**config.mk**
```make
export PLATFORM = sky130hd
export DESIGN_NAME = serial_demux_rx
export DESIGN_NICKNAME = d
export VERILOG_FILES = /design/src/rtl/serial_demux_rx_pkg.sv /design/src/rtl/serial_demux_rx_fsm.sv /design/src/rtl/serial_demux_rx.sv
export SDC_FILE = /design/constraint.sdc
export NUM_CORES = 1
export LEC_CHECK = 0
export ABC_AREA = 1
export CAP_MARGIN = 20
export CORE_AREA = 2 2 47 49
export CTS_CLUSTER_SIZE = 14
export DETAILED_ROUTE_END_ITERATION = 10
export DIE_AREA = 0 0 49 51
export GPL_ROUTABILITY_DRIVEN = 1
export PLACE_DENSITY_LB_ADDON = 0.3
export SETUP_SLACK_MARGIN = 0.2
export SYNTH_ARGS = -nofsm -noshare
export SYNTH_HDL_FRONTEND = slang
export SYNTH_SLANG_ARGS = --single-unit
```
**constraint.sdc**
```tcl
create_clock -name clk -period 2.2 [get_ports clk]
set_clock_uncertainty 0.15 [all_clocks]
set_input_delay 0.44 -clock clk [delete_from_list [all_inputs] [get_ports clk]]
set_output_delay 0.44 -clock clk [all_outputs]
set_load 0.01 [all_outputs]
```
**src/rtl/serial_demux_rx_pkg.sv**
```systemverilog
// serial_demux_rx_pkg
//   Shared definitions for the serial frame receiver / channel demultiplexer.
//   state_t   : receiver FSM states (IDLE, ADDR, LEN, DATA, PAR)
//   cnt_width : width of the field bit counter, clog2(max(ch_bits, len_bits)) + 1
//   Build option: PARITY_CHECK_EN (see serial_demux_rx.sv).
package serial_demux_rx_pkg;

  typedef enum logic [2:0] {
    ST_IDLE = 3'd0,
    ST_ADDR = 3'd1,
    ST_LEN  = 3'd2,
    ST_DATA = 3'd3,
    ST_PAR  = 3'd4
  } state_t;

  function automatic int cnt_width(input int ch_bits, input int len_bits);
    return $clog2((ch_bits > len_bits) ? ch_bits : len_bits) + 1;
  endfunction

endpackage

```
**src/rtl/serial_demux_rx_fsm.sv**
```systemverilog
// serial_demux_rx_fsm
//   State register, next-state logic and the end-of-frame strobe for the
//   serial frame receiver. Field counting lives in the parent; this block only
//   sees the "last bit of field" qualifiers.
//   Ports:
//     clk, rst    clock, asynchronous active-high reset
//     clk_en      bit-rate tick; the FSM advances only when high
//     ser_in      serial line (start-bit detection in IDLE)
//     addr_last   current ADDR tick carries the last channel-id bit
//     len_last    current LEN tick carries the last length bit
//     len_zero    the length assembled by this LEN tick is zero
//     data_last   current DATA tick carries the last payload bit
//     state       current state
//     done        one-clk pulse after the final tick of a frame
//   Build option PARITY_CHECK_EN inserts the PAR state before frame end.
//
//   state   | meaning
//   --------+-----------------------------------------------
//   IDLE    | line idle, waiting for a start bit (ser_in=0)
//   ADDR    | shifting in the channel id, MSB first
//   LEN     | shifting in the payload length, MSB first
//   DATA    | forwarding payload bits to channel ch_id
//   PAR     | sampling the even-parity bit (PARITY_CHECK_EN)
module serial_demux_rx_fsm
  import serial_demux_rx_pkg::*;
(
  input  logic   clk,
  input  logic   rst,
  input  logic   clk_en,
  input  logic   ser_in,
  input  logic   addr_last,
  input  logic   len_last,
  input  logic   len_zero,
  input  logic   data_last,
  output state_t state,
  output logic   done
);

  state_t state_q, state_d;
  logic   done_q, done_d;
  logic   frame_end;

  always_comb begin
    state_d   = state_q;
    done_d    = 1'b0;
    frame_end = 1'b0;
    if (clk_en) begin
      case (state_q)
        ST_IDLE: if (!ser_in) state_d = ST_ADDR;
        ST_ADDR: if (addr_last) state_d = ST_LEN;
        ST_LEN: begin
          if (len_last) begin
            if (len_zero) frame_end = 1'b1;
            else          state_d   = ST_DATA;
          end
        end
        ST_DATA: if (data_last) frame_end = 1'b1;
`ifdef PARITY_CHECK_EN
        ST_PAR: begin
          state_d = ST_IDLE;
          done_d  = 1'b1;
        end
`endif
        default: state_d = ST_IDLE;
      endcase

      // Without parity the frame closes on its last field bit; with parity
      // one more tick is needed to sample the parity bit.
      if (frame_end) begin
`ifdef PARITY_CHECK_EN
        state_d = ST_PAR;
`else
        state_d = ST_IDLE;
        done_d  = 1'b1;
`endif
      end
    end
  end

  always_ff @(posedge clk or posedge rst) begin
    if (rst) begin
      state_q <= ST_IDLE;
      done_q  <= 1'b0;
    end else begin
      state_q <= state_d;
      done_q  <= done_d;
    end
  end

  assign state = state_q;
  assign done  = done_q;

endmodule

```
**src/rtl/serial_demux_rx.sv**
```systemverilog
// serial_demux_rx
//   Serial frame receiver and 1-to-NCH demultiplexer. Frame: start bit (0),
//   CH_BITS channel id, LEN_BITS length (both MSB first), then LEN payload
//   bits, each forwarded to channel ch_id with a one-clk valid strobe.
//   Parameters: CH_BITS (NCH = 2**CH_BITS channels), LEN_BITS.
//   Ports:
//     clk, rst    clock, asynchronous active-high reset
//     clk_en      bit-rate tick from the line sampler
//     ser_in      serial line, idles high
//     ser_out     per-channel payload bit, only bit ch_id nonzero
//     ser_valid   one-hot one-clk strobe qualifying ser_out
//     ch_id       channel id of the current/last frame
//     busy        high whenever the receiver is not IDLE
//     done        one-clk pulse at frame end
//     par_err     parity mismatch pulse coincident with done
//   Build option PARITY_CHECK_EN: a trailing even-parity bit covering
//   id+len+payload is checked; when undefined par_err is tied low.
module serial_demux_rx
  import serial_demux_rx_pkg::*;
#(
  parameter  int CH_BITS  = 2,
  parameter  int LEN_BITS = 4,
  localparam int NCH      = 2 ** CH_BITS
) (
  input  logic                clk,
  input  logic                rst,
  input  logic                clk_en,
  input  logic                ser_in,
  output logic [NCH-1:0]      ser_out,
  output logic [NCH-1:0]      ser_valid,
  output logic [CH_BITS-1:0]  ch_id,
  output logic                busy,
  output logic                done,
  output logic                par_err
);

  localparam int CW = cnt_width(CH_BITS, LEN_BITS);

  state_t              state;
  logic [CW-1:0]       cnt_q, cnt_d;
  logic [CH_BITS-1:0]  ch_id_q, ch_id_d;
  logic [LEN_BITS-1:0] len_rem_q, len_rem_d, len_shift;
  logic [NCH-1:0]      ser_out_q, ser_out_d;
  logic [NCH-1:0]      ser_valid_q, ser_valid_d;
  logic [NCH-1:0]      ch_onehot;
  logic                addr_last, len_last, len_zero, data_last;

  assign len_shift = LEN_BITS'({len_rem_q, ser_in});
  assign addr_last = (cnt_q == CW'(CH_BITS - 1));
  assign len_last  = (cnt_q == CW'(LEN_BITS - 1));
  assign len_zero  = (len_shift == '0);
  // len_rem counts the bits still to come including the current one, so the
  // all-ones length never wraps and lands on 0 with the last payload bit.
  assign data_last = (len_rem_q == LEN_BITS'(1));
  assign ch_onehot = NCH'(1) << ch_id_q;

  serial_demux_rx_fsm u_fsm (
    .clk       (clk),
    .rst       (rst),
    .clk_en    (clk_en),
    .ser_in    (ser_in),
    .addr_last (addr_last),
    .len_last  (len_last),
    .len_zero  (len_zero),
    .data_last (data_last),
    .state     (state),
    .done      (done)
  );

  always_comb begin
    cnt_d       = cnt_q;
    ch_id_d     = ch_id_q;
    len_rem_d   = len_rem_q;
    ser_out_d   = ser_out_q;
    ser_valid_d = '0;
    if (clk_en) begin
      case (state)
        ST_IDLE: cnt_d = '0;
        ST_ADDR: begin
          ch_id_d = CH_BITS'({ch_id_q, ser_in});
          cnt_d   = addr_last ? '0 : cnt_q + 1'b1;
        end
        ST_LEN: begin
          len_rem_d = len_shift;
          cnt_d     = len_last ? '0 : cnt_q + 1'b1;
        end
        ST_DATA: begin
          ser_out_d   = ch_onehot & {NCH{ser_in}};
          ser_valid_d = ch_onehot;
          len_rem_d   = len_rem_q - 1'b1;
        end
        default: ;
      endcase
    end
  end

  always_ff @(posedge clk or posedge rst) begin
    if (rst) begin
      cnt_q       <= '0;
      ch_id_q     <= '0;
      len_rem_q   <= '0;
      ser_out_q   <= '0;
      ser_valid_q <= '0;
    end else begin
      cnt_q       <= cnt_d;
      ch_id_q     <= ch_id_d;
      len_rem_q   <= len_rem_d;
      ser_out_q   <= ser_out_d;
      ser_valid_q <= ser_valid_d;
    end
  end

`ifdef PARITY_CHECK_EN
  logic par_q, par_d, par_err_q, par_err_d;

  // Running XOR over id, length and payload; the PAR tick folds in the
  // received parity bit, so any residual 1 means odd parity.
  always_comb begin
    par_d     = par_q;
    par_err_d = 1'b0;
    if (clk_en) begin
      case (state)
        ST_IDLE:                  par_d     = 1'b0;
        ST_ADDR, ST_LEN, ST_DATA: par_d     = par_q ^ ser_in;
        ST_PAR:                   par_err_d = par_q ^ ser_in;
        default: ;
      endcase
    end
  end

  always_ff @(posedge clk or posedge rst) begin
    if (rst) begin
      par_q     <= 1'b0;
      par_err_q <= 1'b0;
    end else begin
      par_q     <= par_d;
      par_err_q <= par_err_d;
    end
  end

  assign par_err = par_err_q;
`else
  assign par_err = 1'b0;
`endif

  assign ser_out   = ser_out_q;
  assign ser_valid = ser_valid_q;
  assign ch_id     = ch_id_q;
  assign busy      = (state != ST_IDLE);

endmodule

```
-- After elaboration in Yosys (flattened, before gate mapping)
Index checks and enable logic that the tools add are counted.
- muxes and demuxes: 19
- equal/unequal tests: 11
- multipliers: 0
- bitwise operators: 1
- divide/modulo/power cells: 0
- reductions and logical operators: 10
- magnitude comparators: 0
- shifts and indexed selects: 1
- add/subtract/negate cells: 2
- operators by type and width (kind ; number):
    two-way mux 3 bit ; 7
    != test 3 x 2 -> 1 bit, second input constant ; 4
    case mux 3 bit (4 select lines) ; 1
    == test 3 x 2 -> 1 bit, second input constant ; 3
    case mux 3 bit (3 select lines) ; 1
    two-way mux 4 bit ; 2
    case mux 4 bit (2 select lines) ; 1
    AND reduction 2 bit ; 4
    == test 3 x 1 -> 1 bit, second input constant ; 2
    two-way mux 1 bit ; 6
    AND reduction 6 bit ; 1
    nonzero test 3 bit ; 2
    AND 4 bit ; 1
    == test 4 x 1 -> 1 bit, second input constant ; 1
    logical NOT 4 bit ; 1
    left shift 1 x 2 -> 4 bit, first input constant ; 1
    subtractor 4 x 1 -> 4 bit, second input constant ; 1
    adder 3 x 1 -> 3 bit, second input constant ; 1
    logical NOT 3 bit ; 1
    != test 2 x 1 -> 1 bit, second input constant ; 1
    case mux 1 bit (2 select lines) ; 1
    nonzero test 2 bit ; 1
- input bits: 4
- output and inout bits: 13
- register bits after elaboration: 21
- bits in read-only memories: 0
- memories: 0
- memory bits (writable): 0
- bits in latches: 0

-- Logic depth before layout (Yosys ltp)
- depth in word-level cells: 7
- gate-level depth with buffers: 9
- gate-level depth less buffers: 9

-- By module
From an unflattened synthesis, not the netlist that was laid out.
- cell total of the unflattened synthesis: 165
- area total of the unflattened synthesis: 1224.9 sq um
- by module, submodules not included (module ; area each (sq um) ; instances ; cells an instance):
    serial_demux_rx ; 974.7 ; 1 ; 131
    serial_demux_rx_fsm ; 250.2 ; 1 ; 34

-- Worst setup path before layout
No wires, ideal clock.
- path type: register -> register
- start: register u_fsm.state_q[0] (netlist: u_fsm.state[0])
- end: register u_fsm.state_q[1] (netlist: u_fsm.state[1])
- period minus slack after synthesis: 1.455 ns
- arrival time: 1.188 ns
- buffers on the path: 0
- path slack: 0.745 ns
- required time: 1.933 ns
- stages on the path, launching flop included: 9
- cells stage by stage: dfrtp_1 > inv_1 > ha_1 > inv_1 > nor2_1 > a21oi_2 > nand3_2 > nor2_1 > nor2_1
- cells in the longest elaborated chain, start to end: 5
- elaborated cells between the ends (all ways): 14
- RTL lines (what ; line ; text):
    start, declared ; serial_demux_rx_fsm.sv:39 ; state_t state_q, state_d;
    start signal, assigned ; serial_demux_rx_fsm.sv:85 ; state_q <= state_d;
    == test 3 x 2 -> 1 bit ; serial_demux_rx_fsm.sv:48 ; case (state_q)
    case mux 1 bit (2 select lines) ; serial_demux_rx_fsm.sv:48 ;
    two-way mux 1 bit ; serial_demux_rx_fsm.sv:47 ; if (clk_en) begin
    != test 3 x 2 -> 1 bit (no line) / != test 2 x 1 -> 1 bit (equally long branches) ; n/a ;
    AND reduction 6 bit (no line) ; n/a ;
Several ways; a longest one is shown, not always the timed one. The select of a mux whose other input is x is not followed.
A chain may end at the register's enable or synchronous reset.

-- Final worst setup path
- start: register u_fsm.state_q[1] (netlist: u_fsm.state[1])
- end: output port busy
- cells in the longest elaborated chain, start to end: 1
- RTL lines (what ; line ; text):
    nonzero test 3 bit ; serial_demux_rx.sv:149 ; assign busy = (state != ST_IDLE);
    end, declared ; serial_demux_rx.sv:32 ; output logic busy,
No other way between the ends.

==> flow_metrics.tcl <==
set metrics [dict create \
    run_status "finished clean" \
    grt_use_total_pct 18.23 \
    grt_pass1_wl_mm 3.436 \
    setup_viol 0 \
    final_cells 171 \
    r2r_end "u_fsm.state[1]$_DFFE_PP0P_" \
    die_w_um 49 \
    holdCritPathClass "input pin to asynchronous set/reset pin" \
    vdd_drop_max_v 0.0006086 \
    drt_iter0_drc 13 \
    crit_path_max_fanout 3 \
    synth_cells 123 \
    drv_slew 0 \
    reg2reg_slack_ps 430 \
    dp.cells 166 \
    critPathKind "flip-flop to output port" \
    ys_types 23 \
    antenna_cells 0 \
    grt_max_degree 21 \
    wl_per_cell_um 11.80 \
    die_h_um 51 \
    core_um2 2063 \
    yosys.area.top_type "dfrtp_1" \
    synth_top_area_share_pct 46.24 \
    pin_count 17 \
    ant_nets 0 \
    fin_crit_ps 1912 \
    syn_avg_cell_area_um2 8.799 \
    drv_cap 0 \
    cts_tree "built" \
    synth_common_cells "28 x nand2_1, 20 x dfrtp_1, 17 x inv_1" \
    cts_made_buffers 3 \
    max_freq_mhz 522.9 \
    use_met1_pct 21.35 \
    yosys_warnings 0 \
    root_buffer "clkbuf_4" \
    num_vias 877 \
    place_hpwl_mm 1.517 \
    syn_area_um2 1082 \
    setup_tns_ps 0 \
    clock_sinks 20 \
    r2r_cells 9 \
    regArea_um2 500.5 \
    viasPerCell 5.129 \
    cp-start-kind "flip-flop" \
    finalCritPeriodShare_pct 86.92 \
    gr-usage-met3_pct 3.509 \
    powerDensity_nw_per_um2 1178 \
    clk_pin_slew_worst_paths_ps 110 \
    p_leak_nw 0.6572 \
    grt_setup_unrepaired "no" \
    grt_busiest_layer "met2" \
    clock_latency_ps 290 \
    multi_input_comb_area_um2 494.2 \
    fillers 196 \
    synth_fp_nets 138 \
    layout.nets 160 \
    r2r-start "u_fsm.state[0]$_DFFE_PP0P_" \
    gp_congestion 0.7745 \
    first_global_vias 809 \
    ys_ff_latch 20 \
    rows 17 \
    cp_data_arrival_time_ps 1320 \
    area_growth_pct 20.35 \
    port_buffers 15 \
    drt-total-wl_mm 2.017 \
    critPathLaunch "u_fsm.state[1]$_DFFE_PP0P_" \
    worstSetupEndpoint "busy" \
    die_area_um2 2499 \
    cts_max_level 1 \
    synthFlopType "dfrtp_1" \
    setup.worst_path.end_class "output port" \
    drive_gt1_share_pct 11.19 \
    cts_buffer_depth 2 \
    hold_viol_final 0 \
    yosysMostFrequentCell "nand2_1" \
    synth_edf_count 0 \
    route.detailed.drc 0 \
    synth_area_leaders "dfrtp_1 46%, ha_1 13%, nand2_1 9.7%, inv_1 5.9%, o21ai_0 4.2%" \
    use_met2_pct 32.88 \
    grt_overflow_total 0 \
    start_util_pct 52.46 \
    synth-seq-area-share_pct 46.24 \
    worstPathRequired_ps 1610 \
    async_flop_share_pct 100.0 \
    antenna_found_initial 0 \
    drtPass1Iterations 4 \
]
## flip-flops by register name, summed over array words and instances (netlist names)
signal	flops
len_rem_q	4
ser_valid	4
ser_out	4
ch_id	2
u_fsm.state	2
cnt_q	3
u_fsm.done	1
## cells by family (layout without fill, tap and decap cells)
family / Yosys count / count (layout) / synth area share, %
simple gates: 46 / 46 / 17.69
compound gates: 23 / 23 / 13.87
buf+inv: 21 / 41 / 8.324
flops: 20 / 20 / 46.24
fa+ha+maj: 11 / 11 / 12.72
other cells: 1 / 1 / 0.3465
xor+xnor: 1 / 1 / 0.8094
## layout by cell type (no fill, tap or decap), drive strengths merged, types with 5 or more instances in the layout
master         Yosys  final
clkdlybuf4s50      0     14
inv               19     19
nand3              5      5
nor2              11     11
o21ai             10     10
ha                11     11
dfrtp             20     20
a21oi              5      5
nand2             29     29
## cell type report
| type | instances | area share (%) |
|---|---|---|
| inverters | 19 | 5.476 |
| clock buffers | 3 | 1.729 |
| flip-flops and latches | 20 | 38.42 |
| multi-input cells | 82 | 37.94 |
| well taps | 28 | 2.690 |
| repair buffers | 19 | 13.74 |
## where the power goes
group          switching, mW  internal [mW]  total, mW
combinational          0.444          0.340      0.784
clock                  0.105         0.0637      0.169
sequential            0.0959          0.485      0.581
## repair_timing
item                       4_1_cts  5_1_grt
gates resized for setup          1        1
hold buffers                     0        0
setup endpoints to repair        1        1
setup buffers                    2        0
cloned                           0        0
## metal layers
layer | share of wire [%] | wire (µm) | vias to the layer above
met5 | 0 | 0 | -
met4 | 0.69 | 14 | 0
met3 | 3.8 | 77 | 2
met2 | 50 | 1013 | 29
met1 | 45 | 911 | 413
li1 | - | - | 433
## worst min path at each step
stage | slack [ps] | from | depth (start not counted) | endpoint
5_1_grt | 340 | rst | 3 | ser_valid[3]$_DFF_PP0_
4_1_cts | 310 | rst | 3 | ser_valid[3]$_DFF_PP0_
6_report | 310 | rst | 3 | ser_valid[3]$_DFF_PP0_
2_1_floorplan | 250 | rst | 1 | ch_id[0]$_DFFE_PP0P_
3_3_place_gp | 340 | ser_out[3]$_DFFE_PP0P_ | 1 | ser_out[3]$_DFFE_PP0P_
3_5_place_dp | 340 | ser_out[1]$_DFFE_PP0P_ | 1 | ser_out[1]$_DFFE_PP0P_
## metrics by stage
step                      power (mW)  util, %  area (µm²)  hold slack (ps)  setup WS, ps
after global routing           1.664    63.13        1303            340.2         204.0
after detailed placement       1.337    61.25        1264            340.2         312.2
after global placement         1.300    61.25        1264            339.1         348.8
final                          1.534    63.13        1303            307.8         287.7
after CTS                      1.528    63.01        1300            312.8         299.8
after floorplan                1.098        -        1082            253.8         745.0
## critical path, stage by stage (launching register included)
cell           delay (ps)
dfrtp_1               400
inv_1                 110
ha_2                  210
inv_1                  40
dlygate4sd2_1         270
No activity file was read; power rests on OpenSTA's default activity.
